===== config.mk =====
export PLATFORM = sky130hd
export DESIGN_NAME = sdram_port_arbiter
export DESIGN_NICKNAME = d
export VERILOG_FILES = /design/src/rtl/sdram_port_arbiter.sv
export SDC_FILE = /design/constraint.sdc
export NUM_CORES = 1
export LEC_CHECK = 0
export CAP_MARGIN = 40
export CORE_ASPECT_RATIO = 0.8
export CORE_MARGIN = 4
export CORE_UTILIZATION = 49
export CTS_BUF_LIST = sky130_fd_sc_hd__clkbuf_8
export DETAILED_ROUTE_END_ITERATION = 16
export GPL_TIMING_DRIVEN = 0
export PLACE_DENSITY = 0.82
export SLEW_MARGIN = 10
export SYNTH_ARGS = -nofsm -noshare
export SYNTH_HDL_FRONTEND = slang
export SYNTH_SLANG_ARGS = --single-unit

===== constraint.sdc =====
create_clock -name CLK_48MHZ -period 4 [get_ports CLK_48MHZ]
set_clock_uncertainty 0.1 [all_clocks]
set_input_delay 1 -clock CLK_48MHZ [delete_from_list [all_inputs] [get_ports CLK_48MHZ]]
set_output_delay 1 -clock CLK_48MHZ [all_outputs]
set_load 0.02 [all_outputs]

===== src/rtl/sdram_port_arbiter.sv =====
// Round-robin arbiter sharing one memory command port between a write and a read requester,
// owning the circular row pointers and a per-transaction timeout.
module sdram_port_arbiter #(
    parameter int ADDR_W  = 13,
    parameter int DATA_W  = 16,
    parameter int TIMEOUT = 255
) (
    input  logic              CLK_48MHZ,
    input  logic              RESET,
    input  logic              WR_REQ,
    input  logic [DATA_W-1:0] WR_DATA,
    output logic              WR_ACK,
    input  logic              RD_REQ,
    output logic              RD_VALID,
    output logic [DATA_W-1:0] DATA_READ,
    output logic [ADDR_W-1:0] ROW_WRITE,
    output logic [ADDR_W-1:0] ROW_READ,
    output logic [ADDR_W:0]   COUNT,
    output logic              EMPTY,
    output logic              FULL,
    output logic              MEM_CMD_VALID,
    output logic              MEM_CMD_WRITE,
    output logic [ADDR_W-1:0] MEM_ADDR,
    output logic [DATA_W-1:0] MEM_WDATA,
    input  logic              MEM_DONE,
    input  logic [DATA_W-1:0] MEM_RDATA,
    output logic              ERR
);

    typedef enum logic [1:0] {
        IDLE    = 2'd0,
        WR_BUSY = 2'd1,
        RD_BUSY = 2'd2,
        GAP     = 2'd3
    } state_t;

    localparam logic [ADDR_W:0] DEPTH    = {1'b1, {ADDR_W{1'b0}}};
    localparam logic [ADDR_W:0] PTR_ONE  = {{ADDR_W{1'b0}}, 1'b1};
    localparam logic [7:0]      TMO_LAST = 8'(TIMEOUT - 1);

    state_t          state_r;
    logic [ADDR_W:0] wp_r;
    logic [ADDR_W:0] rp_r;
    logic [7:0]      tmo_r;
    logic            last_grant_r;   // 1 = last grant was a write

    logic            wr_elig_s;
    logic            rd_elig_s;
    logic            grant_wr_s;
    logic [ADDR_W:0] wp_inc_s;
    logic [ADDR_W:0] rp_inc_s;
    logic [ADDR_W:0] cnt_after_wr_s;
    logic [ADDR_W:0] cnt_after_rd_s;
    logic            tmo_hit_s;

    assign wr_elig_s      = WR_REQ & ~FULL;
    assign rd_elig_s      = RD_REQ & ~EMPTY;
    // On contention the write wins only if the previous grant went to the read side.
    assign grant_wr_s     = wr_elig_s & (~rd_elig_s | ~last_grant_r);
    assign wp_inc_s       = wp_r + PTR_ONE;
    assign rp_inc_s       = rp_r + PTR_ONE;
    assign cnt_after_wr_s = wp_inc_s - rp_r;
    assign cnt_after_rd_s = wp_r - rp_inc_s;
    assign tmo_hit_s      = (tmo_r == TMO_LAST);

    assign ROW_WRITE = wp_r[ADDR_W-1:0];
    assign ROW_READ  = rp_r[ADDR_W-1:0];

    // Arbitration FSM with registered memory command, handshakes, pointers and occupancy.
    always_ff @(posedge CLK_48MHZ or negedge RESET) begin
        if (!RESET) begin
            state_r       <= IDLE;
            wp_r          <= '0;
            rp_r          <= '0;
            tmo_r         <= 8'd0;
            last_grant_r  <= 1'b0;
            COUNT         <= '0;
            EMPTY         <= 1'b1;
            FULL          <= 1'b0;
            MEM_CMD_VALID <= 1'b0;
            MEM_CMD_WRITE <= 1'b0;
            MEM_ADDR      <= '0;
            MEM_WDATA     <= '0;
            WR_ACK        <= 1'b0;
            RD_VALID      <= 1'b0;
            DATA_READ     <= '0;
            ERR           <= 1'b0;
        end else begin
            WR_ACK   <= 1'b0;
            RD_VALID <= 1'b0;
            case (state_r)
                IDLE: begin
                    if (grant_wr_s) begin
                        state_r       <= WR_BUSY;
                        MEM_CMD_VALID <= 1'b1;
                        MEM_CMD_WRITE <= 1'b1;
                        MEM_ADDR      <= wp_r[ADDR_W-1:0];
                        MEM_WDATA     <= WR_DATA;
                        last_grant_r  <= 1'b1;
                        tmo_r         <= 8'd0;
                    end else if (rd_elig_s) begin
                        state_r       <= RD_BUSY;
                        MEM_CMD_VALID <= 1'b1;
                        MEM_CMD_WRITE <= 1'b0;
                        MEM_ADDR      <= rp_r[ADDR_W-1:0];
                        MEM_WDATA     <= WR_DATA;
                        last_grant_r  <= 1'b0;
                        tmo_r         <= 8'd0;
                    end else begin
                        state_r <= IDLE;
                    end
                end
                WR_BUSY, RD_BUSY: begin
                    if (MEM_DONE) begin
                        state_r       <= GAP;
                        MEM_CMD_VALID <= 1'b0;
                        if (state_r == WR_BUSY) begin
                            WR_ACK <= 1'b1;
                            wp_r   <= wp_inc_s;
                            COUNT  <= cnt_after_wr_s;
                            EMPTY  <= (cnt_after_wr_s == '0);
                            FULL   <= (cnt_after_wr_s == DEPTH);
                        end else begin
                            RD_VALID  <= 1'b1;
                            DATA_READ <= MEM_RDATA;
                            rp_r      <= rp_inc_s;
                            COUNT     <= cnt_after_rd_s;
                            EMPTY     <= (cnt_after_rd_s == '0);
                            FULL      <= (cnt_after_rd_s == DEPTH);
                        end
                    end else if (tmo_hit_s) begin
                        // Abandon without ack; a still-pending request is re-arbitrated after GAP.
                        state_r       <= GAP;
                        MEM_CMD_VALID <= 1'b0;
                        ERR           <= 1'b1;
                    end else begin
                        tmo_r <= tmo_r + 8'd1;
                    end
                end
                GAP: begin
                    state_r <= IDLE;
                end
                default: begin
                    state_r       <= IDLE;
                    MEM_CMD_VALID <= 1'b0;
                end
            endcase
        end
    end

endmodule


==> results of run 1 <==
[cells in the mapped netlist, types with 3 or more instances]
master      n  area [µm²]
buf_2       4       20.02
and3_1      9       56.30
ha_1       24       300.3
buf_4      26       195.2
dfrtp_1   103        2577
inv_1      34       127.6
nor2b_1     5       31.28
maj3_2      5       56.30
xor2_1     21       183.9
or2_2       5       31.28
nand4_1    10       62.56
and2_1      3       18.77
clkbuf_1   22       82.58
mux2i_1     5       50.05
a21o_1      5       37.54
nor3_1     14       70.07
o21ai_1     3       15.01
nand2_1    74       277.8
nor2_1     46       172.7
a311oi_1    3       26.28
xnor2_1    62       543.0
nand3_1    13       65.06
a211oi_1    3       22.52
mux2_2     37       416.7
o21ai_0    40       200.2
a21oi_1    37       185.2
a31oi_1     3       18.77
or3_1       4       25.02
[registers in the layout (all words and copies together) (netlist names), 2 cells and up]
name	cells
DATA_READ	16
MEM_WDATA	16
COUNT	14
rp_r	14
wp_r	14
MEM_ADDR	13
tmo_r	8
state_r	2
[routing by layer]
layer | part of all wire | up-vias | track usage
li1 | - | 2573 | -
met1 | 0.46 | 2579 | 0.3413
met2 | 0.45 | 205 | 0.3477
met3 | 0.081 | 23 | 0.05829
met4 | 0.014 | 0 | 0.04768
met5 | 0 | - | 0
[cell type report]
class	instances	share of cell area
buffer	50	0.03500
clock buffer	10	0.01660
clock inverter	6	0.006940
inverter	36	0.01629
multi-input combinational	483	0.4193
sequential	104	0.3147
tap	175	0.02640
timing repair buffer	136	0.1648
[path summary, 6_finish.rpt]
kind / endpoint / slack [ns] / cells after the start
setup / recovery: EMPTY$_DFFE_PN1P_ / 0.06 / 13
hold / removal: wp_r[3]$_DFFE_PN0P_ / 0.36 / 1
setup reg to reg: EMPTY$_DFFE_PN1P_ / 0.06 / 13
hold reg to reg: MEM_ADDR[5]$_DFFE_PN0P_ / 0.39 / 2
max in group asynchronous: EMPTY$_DFFE_PN1P_ / 2.74 / 2
min in group CLK_48MHZ: MEM_ADDR[5]$_DFFE_PN0P_ / 0.39 / 2
[per-stage QoR]
step | instances | setup TNS (ns) | cell area (µm²) | setup WS, ns | total power (W)
after floorplan | 676 | 0 | 6447 | 0.1225 | 0.003799
after global placement | 979 | -222.63 | 7948 | -2.154 | 0.004957
after detailed placement | 980 | -1.066 | 7976 | -0.3117 | 0.005055
after CTS | 1000 | 0 | 8235 | 0.01405 | 0.005801
after global routing | 1000 | -0.02169 | 8293 | -0.01665 | 0.006246
final | 1000 | 0 | 8293 | 0.05702 | 0.005851
[cell families after synthesis]
family	Yosys count	synth area share
AND/OR/NAND/NOR	207	0.1582
AO/OA/AOI/OAI	115	0.1104
flip-flops	104	0.4038
buffers and inverters	89	0.06773
XOR/XNOR	86	0.1223
multiplexers	42	0.07239
adder cells (fa/ha/maj)	33	0.06520
[what timing repair did]
| action | CTS | global route |
|---|---|---|
| setup endpoints to repair | 4 | 4 |
| hold buffers | 0 | 0 |
| pin swaps | 5 | 8 |
| buffers inserted | 4 | 3 |
| gates cloned | 0 | 0 |
| gates resized for setup | 7 | 11 |
[worst max-delay path, cell delays in order, from the launching register on]
cell     delay [ns]
dfrtp_2        0.44
ha_4           0.19
xnor2_1        0.12
ha_1           0.33
a21oi_2        0.13
nand2_1        0.10
maj3_2         0.33
o21a_1         0.22
maj3_2         0.33
maj3_2         0.36
a31oi_4        0.18
mux2_2         0.38
or4_4          0.53
o21ai_1        0.13
[cell usage in the layout (no fill, tap or decap), types with 4 or more instances in the layout]
cell type        count
a21o_1               5
a21oi_1             35
and3_1               9
buf_2                4
buf_4               32
clkbuf_1            19
clkbuf_8            10
clkdlybuf4s50_1    127
dfrtp_1             98
dfrtp_2              5
ha_1                23
inv_1               34
maj3_2               5
mux2_2              37
mux2i_1              5
nand2_1             74
nand3_1             13
nand4_1             10
nor2_1              45
nor2b_1              5
nor3_1              14
o21ai_0             40
or2_2                5
or3_1                4
xnor2_1             62
xor2_1              21
[power by group through the flow]
| stage | Sequential (W) | Combinational (W) | Clock, W |
|---|---|---|---|
| after floorplan | 0.00197 | 0.00183 | 0 |
| after global placement | 0.00166 | 0.00329 | 0 |
| after detailed placement | 0.00168 | 0.00337 | 0 |
| after CTS | 0.00165 | 0.00346 | 0.000689 |
| after global routing | 0.00172 | 0.00380 | 0.000725 |
| final | 0.00167 | 0.00351 | 0.000666 |
==> metrics.cfg, run 1 <==
[grt]
grt_pass1_vias=5368
antenna_found_initial=0
grt_pass1_wl_um=27900
globalRouteOverflowTotal=0
grt_max_degree=79
grtUsageTotal=0.2321

[timing]
hold_ws_ns=0.3598
setup_viol=0
worst_pin_slew_ns=0.9032
fmax_mhz=253.6
drv_slew=0
maxSlewHeadroom=0.3935
hold_viol=0
period_share=0.9857
period_needed_ns=3.943

[cts]
cts_sinks=104
cts_buffers=9
cts_tree=built
clockBufferDepth=2
clock_insertion_delay_worst_skew_ns=0.39
clk_pin_slew_ns=0.11
cts_root_buffer=clkbuf_8
h-tree-depth=3

[finish]
antenna_cells=0
area_growth_pct=28.62
final-seq-area_um2=2610
multi_input_area_um2=3477
nets=883
fillCellCount=1116
drive_gt1_frac=0.1576
final_util=0.6444

[floorplanning]
die-area_um2=15070
ioPinCount=129
row_count=37
core_area_um2=12870
die_x_um=136.2
die_height_um=110.6
start_util=0.5010

[placed_design]
hpwl_um=13300
gp_congestion=0.9877
io_buffers=128

[synth]
avgSynthCellArea_um2=9.538
synth_seq_cells=104
synthFlopType=dfrtp_1
yosys_warnings=0
postSynthCellCount=676
synth_edf_count=0
ys_seq_area_frac=0.4038
synthArstFlopShare=1.000
ys_types=70
synth_area_um2=6447
syn_nets=739

[power]
ir_worst_vdd_v=0.0004100
powerDensity_nw_per_um2=705.6
p_sw_frac=0.4384
combPwrFrac=0.600
pwr-share-seq=0.286
clockPowerShare=0.114
power.internal_w=0.003286
power_switching_w=0.002565
power.leakage_nw=3.571

[route]
drt_first_pass_iters=5
wl_per_cell_um=17.36
drt-total-wl_um=17360
drc=0
drt_iter0_drc=399
vias_per_cell=5.380
ant_nets=0
vias=5380

[job]
max_cap_violations=0

[setup_path]
startpoint_type=flip-flop
cp.required_ns=4.22
worstSetupPathType=flip-flop to flip-flop
cp.arrival_ns=4.16
setup.worst_path.start=rp_r[0]$_DFFE_PN0P_
reg2reg_from=rp_r[0]$_DFFE_PN0P_
critPathCaptureType=flip-flop
crit_fanout=3

[hold_path]
worstHoldPathType=input pin to asynchronous set/reset pin

[run_status]
status=finished clean

Note: power is estimated with default switching activity, not from simulation.
==> run 2, diff against run 1 <==
Settings changed: GPL_ROUTABILITY_DRIVEN from default to 0.
==> run 2 against run 1 <==
Effect of this change: clock power hardly changed; worst setup slack gained 0.0011 ns; register-to-register slack barely moved; count of clock-buffer cells in the layout did not move; sequential power hardly changed.
==> metrics.cfg, run 2 (synthesis results as in run 1) <==
[finish]
final_area_um2=8305
final-seq-area_um2=2608
antenna_cells=0
reg_top3=DATA_READ: 16 flops, MEM_WDATA: 16 flops
multi_input_area_um2=3485
nets=884
final_common_cell=clkdlybuf4s50_1
instances_no_fill=1001
drive_gt1_frac=0.1574
final_cell_mix=clkdlybuf4s50_1 (127), dfrtp_1 (100), nand2_1 (73)
area_growth_pct=28.82
fillCellCount=1092
final_util=0.6453

[setup_path]
reg2reg_from=rp_r[1]$_DFFE_PN0P_
cp.arrival_ns=4.15
critPathCaptureType=flip-flop
reg2reg_slack_ns=0.06
worst-r2r-cell-count=16
cp.required_ns=4.20
worstSetupPathType=flip-flop to flip-flop
worstReg2RegEnd=FULL$_DFFE_PN0P_
startpoint_type=flip-flop
crit_fanout=4
setup.worst_path.start=rp_r[1]$_DFFE_PN0P_

[grt]
grt_max_degree=79
grt_pass1_vias=5300
grt_pass1_wl_um=27340
grtUsageTotal=0.2259
antenna_found_initial=0
globalRouteOverflowTotal=0

[placed_design]
placedInstanceArea_um2=7976
placed_cells=980
io_buffers=128
hpwl_um=12880

[cts]
clockBufferDepth=2
clock_insertion_delay_worst_skew_ns=0.39
cts_hold_buf=0
cts_tree=built
cts_root_buffer=clkbuf_8
cts_sinks=104
cts_buffers=9
h-tree-depth=3
clk_pin_slew_ns=0.11

[timing]
worst_pin_slew_ns=0.8749
fmax_mhz=253.7
fin_tns_setup_ns=0
maxSlewHeadroom=0.4125
period_share=0.9855
setup_viol=0
period_needed_ns=3.942
hold_viol=0
drv_slew=0
grt_setup_unrepaired=true

[job]
max_cap_violations=0

[floorplanning]
die_x_um=136.2
die-area_um2=15070
die_height_um=110.6
ioPinCount=129
core_area_um2=12870
row_count=37
start_util=0.5010

[power]
power.leakage_nw=3.577
powerDensity_nw_per_um2=701.7
ir_worst_vdd_v=0.0003911
p_total_w=0.005828

[run_status]
status=finished clean

[route]
drt_first_pass_iters=5
drc=0
vias_per_cell=5.367
drt_iter0_drc=375
wl_per_cell_um=16.91
drt-total-wl_um=16920
ant_nets=0
vias=5372

[hold_path]
worstHoldPathType=input pin to asynchronous set/reset pin

==> run 2: power breakdown <==
| part | switching, W | leakage (nW) | internal, W |
|---|---|---|---|
| clock | 0.000410 | 0.101 | 0.000259 |
| combinational | 0.00190 | 2.17 | 0.00159 |
| sequential | 0.000257 | 1.30 | 0.00141 |
==> run 2: worst max-delay path by stage <==
stage / slack (ns) / cells past startpoint / end
3_5_place_dp: -0.23 / 13 / EMPTY$_DFFE_PN1P_
2_1_floorplan: 0.12 / 13 / EMPTY$_DFFE_PN1P_
6_report: 0.06 / 16 / FULL$_DFFE_PN0P_
4_1_cts: -0.02 / 13 / EMPTY$_DFFE_PN1P_
5_1_grt: -0.06 / 14 / FULL$_DFFE_PN0P_
3_3_place_gp: -2.15 / 1 / DATA_READ[12]$_DFFE_PN0P_
==> run 2: routing by layer <==
layer	vias to the layer above	track usage	routed length (µm)
met4	0	0.05910	328
met5	-	0	0
met3	29	0.04463	1115
li1	2582	-	-
met1	2565	0.3340	7937
met2	196	0.3388	7543
==> run 2: per-stage QoR <==
stage | worst slack (ns) | hold slack, ns
2_1_floorplan | 0.1225 | 0.3617
3_3_place_gp | -2.151 | 0.3647
3_5_place_dp | -0.2288 | 0.3694
4_1_cts | -0.01789 | 0.3662
5_1_grt | -0.05564 | 0.3711
6_report | 0.05815 | 0.3663
==> run 2: worst max-delay path: stages (launching register included) <==
cell     delay (ns)
dfrtp_2        0.46
ha_4           0.18
xnor2_2        0.13
ha_1           0.37
a21oi_2        0.17
nand2_2        0.08
maj3_2         0.30
o21a_1         0.22
maj3_2         0.32
maj3_2         0.35
buf_6          0.14
buf_6          0.12
xnor2_1        0.21
a21oi_1        0.13
and4b_1        0.26
nand4_1        0.12
o31ai_2        0.19
==> run 2: final cells by class <==
cell class / instances / area share
Multi-Input combinational cell: 483 / 0.4196
Sequential cell: 104 / 0.3139
Timing Repair Buffer: 136 / 0.1650
Buffer: 51 / 0.03540
Tap cell: 175 / 0.02636
Clock buffer: 10 / 0.01657
Inverter: 36 / 0.01627
Clock inverter: 6 / 0.006930
==> run 2: what timing repair did <==
action / CTS / global route
resized for setup: 5 / 14
endpoints found under the setup margin: 4 / 4
hold endpoints to repair: 0 / 0
buffers inserted: 4 / 3
pin swaps: 2 / 13
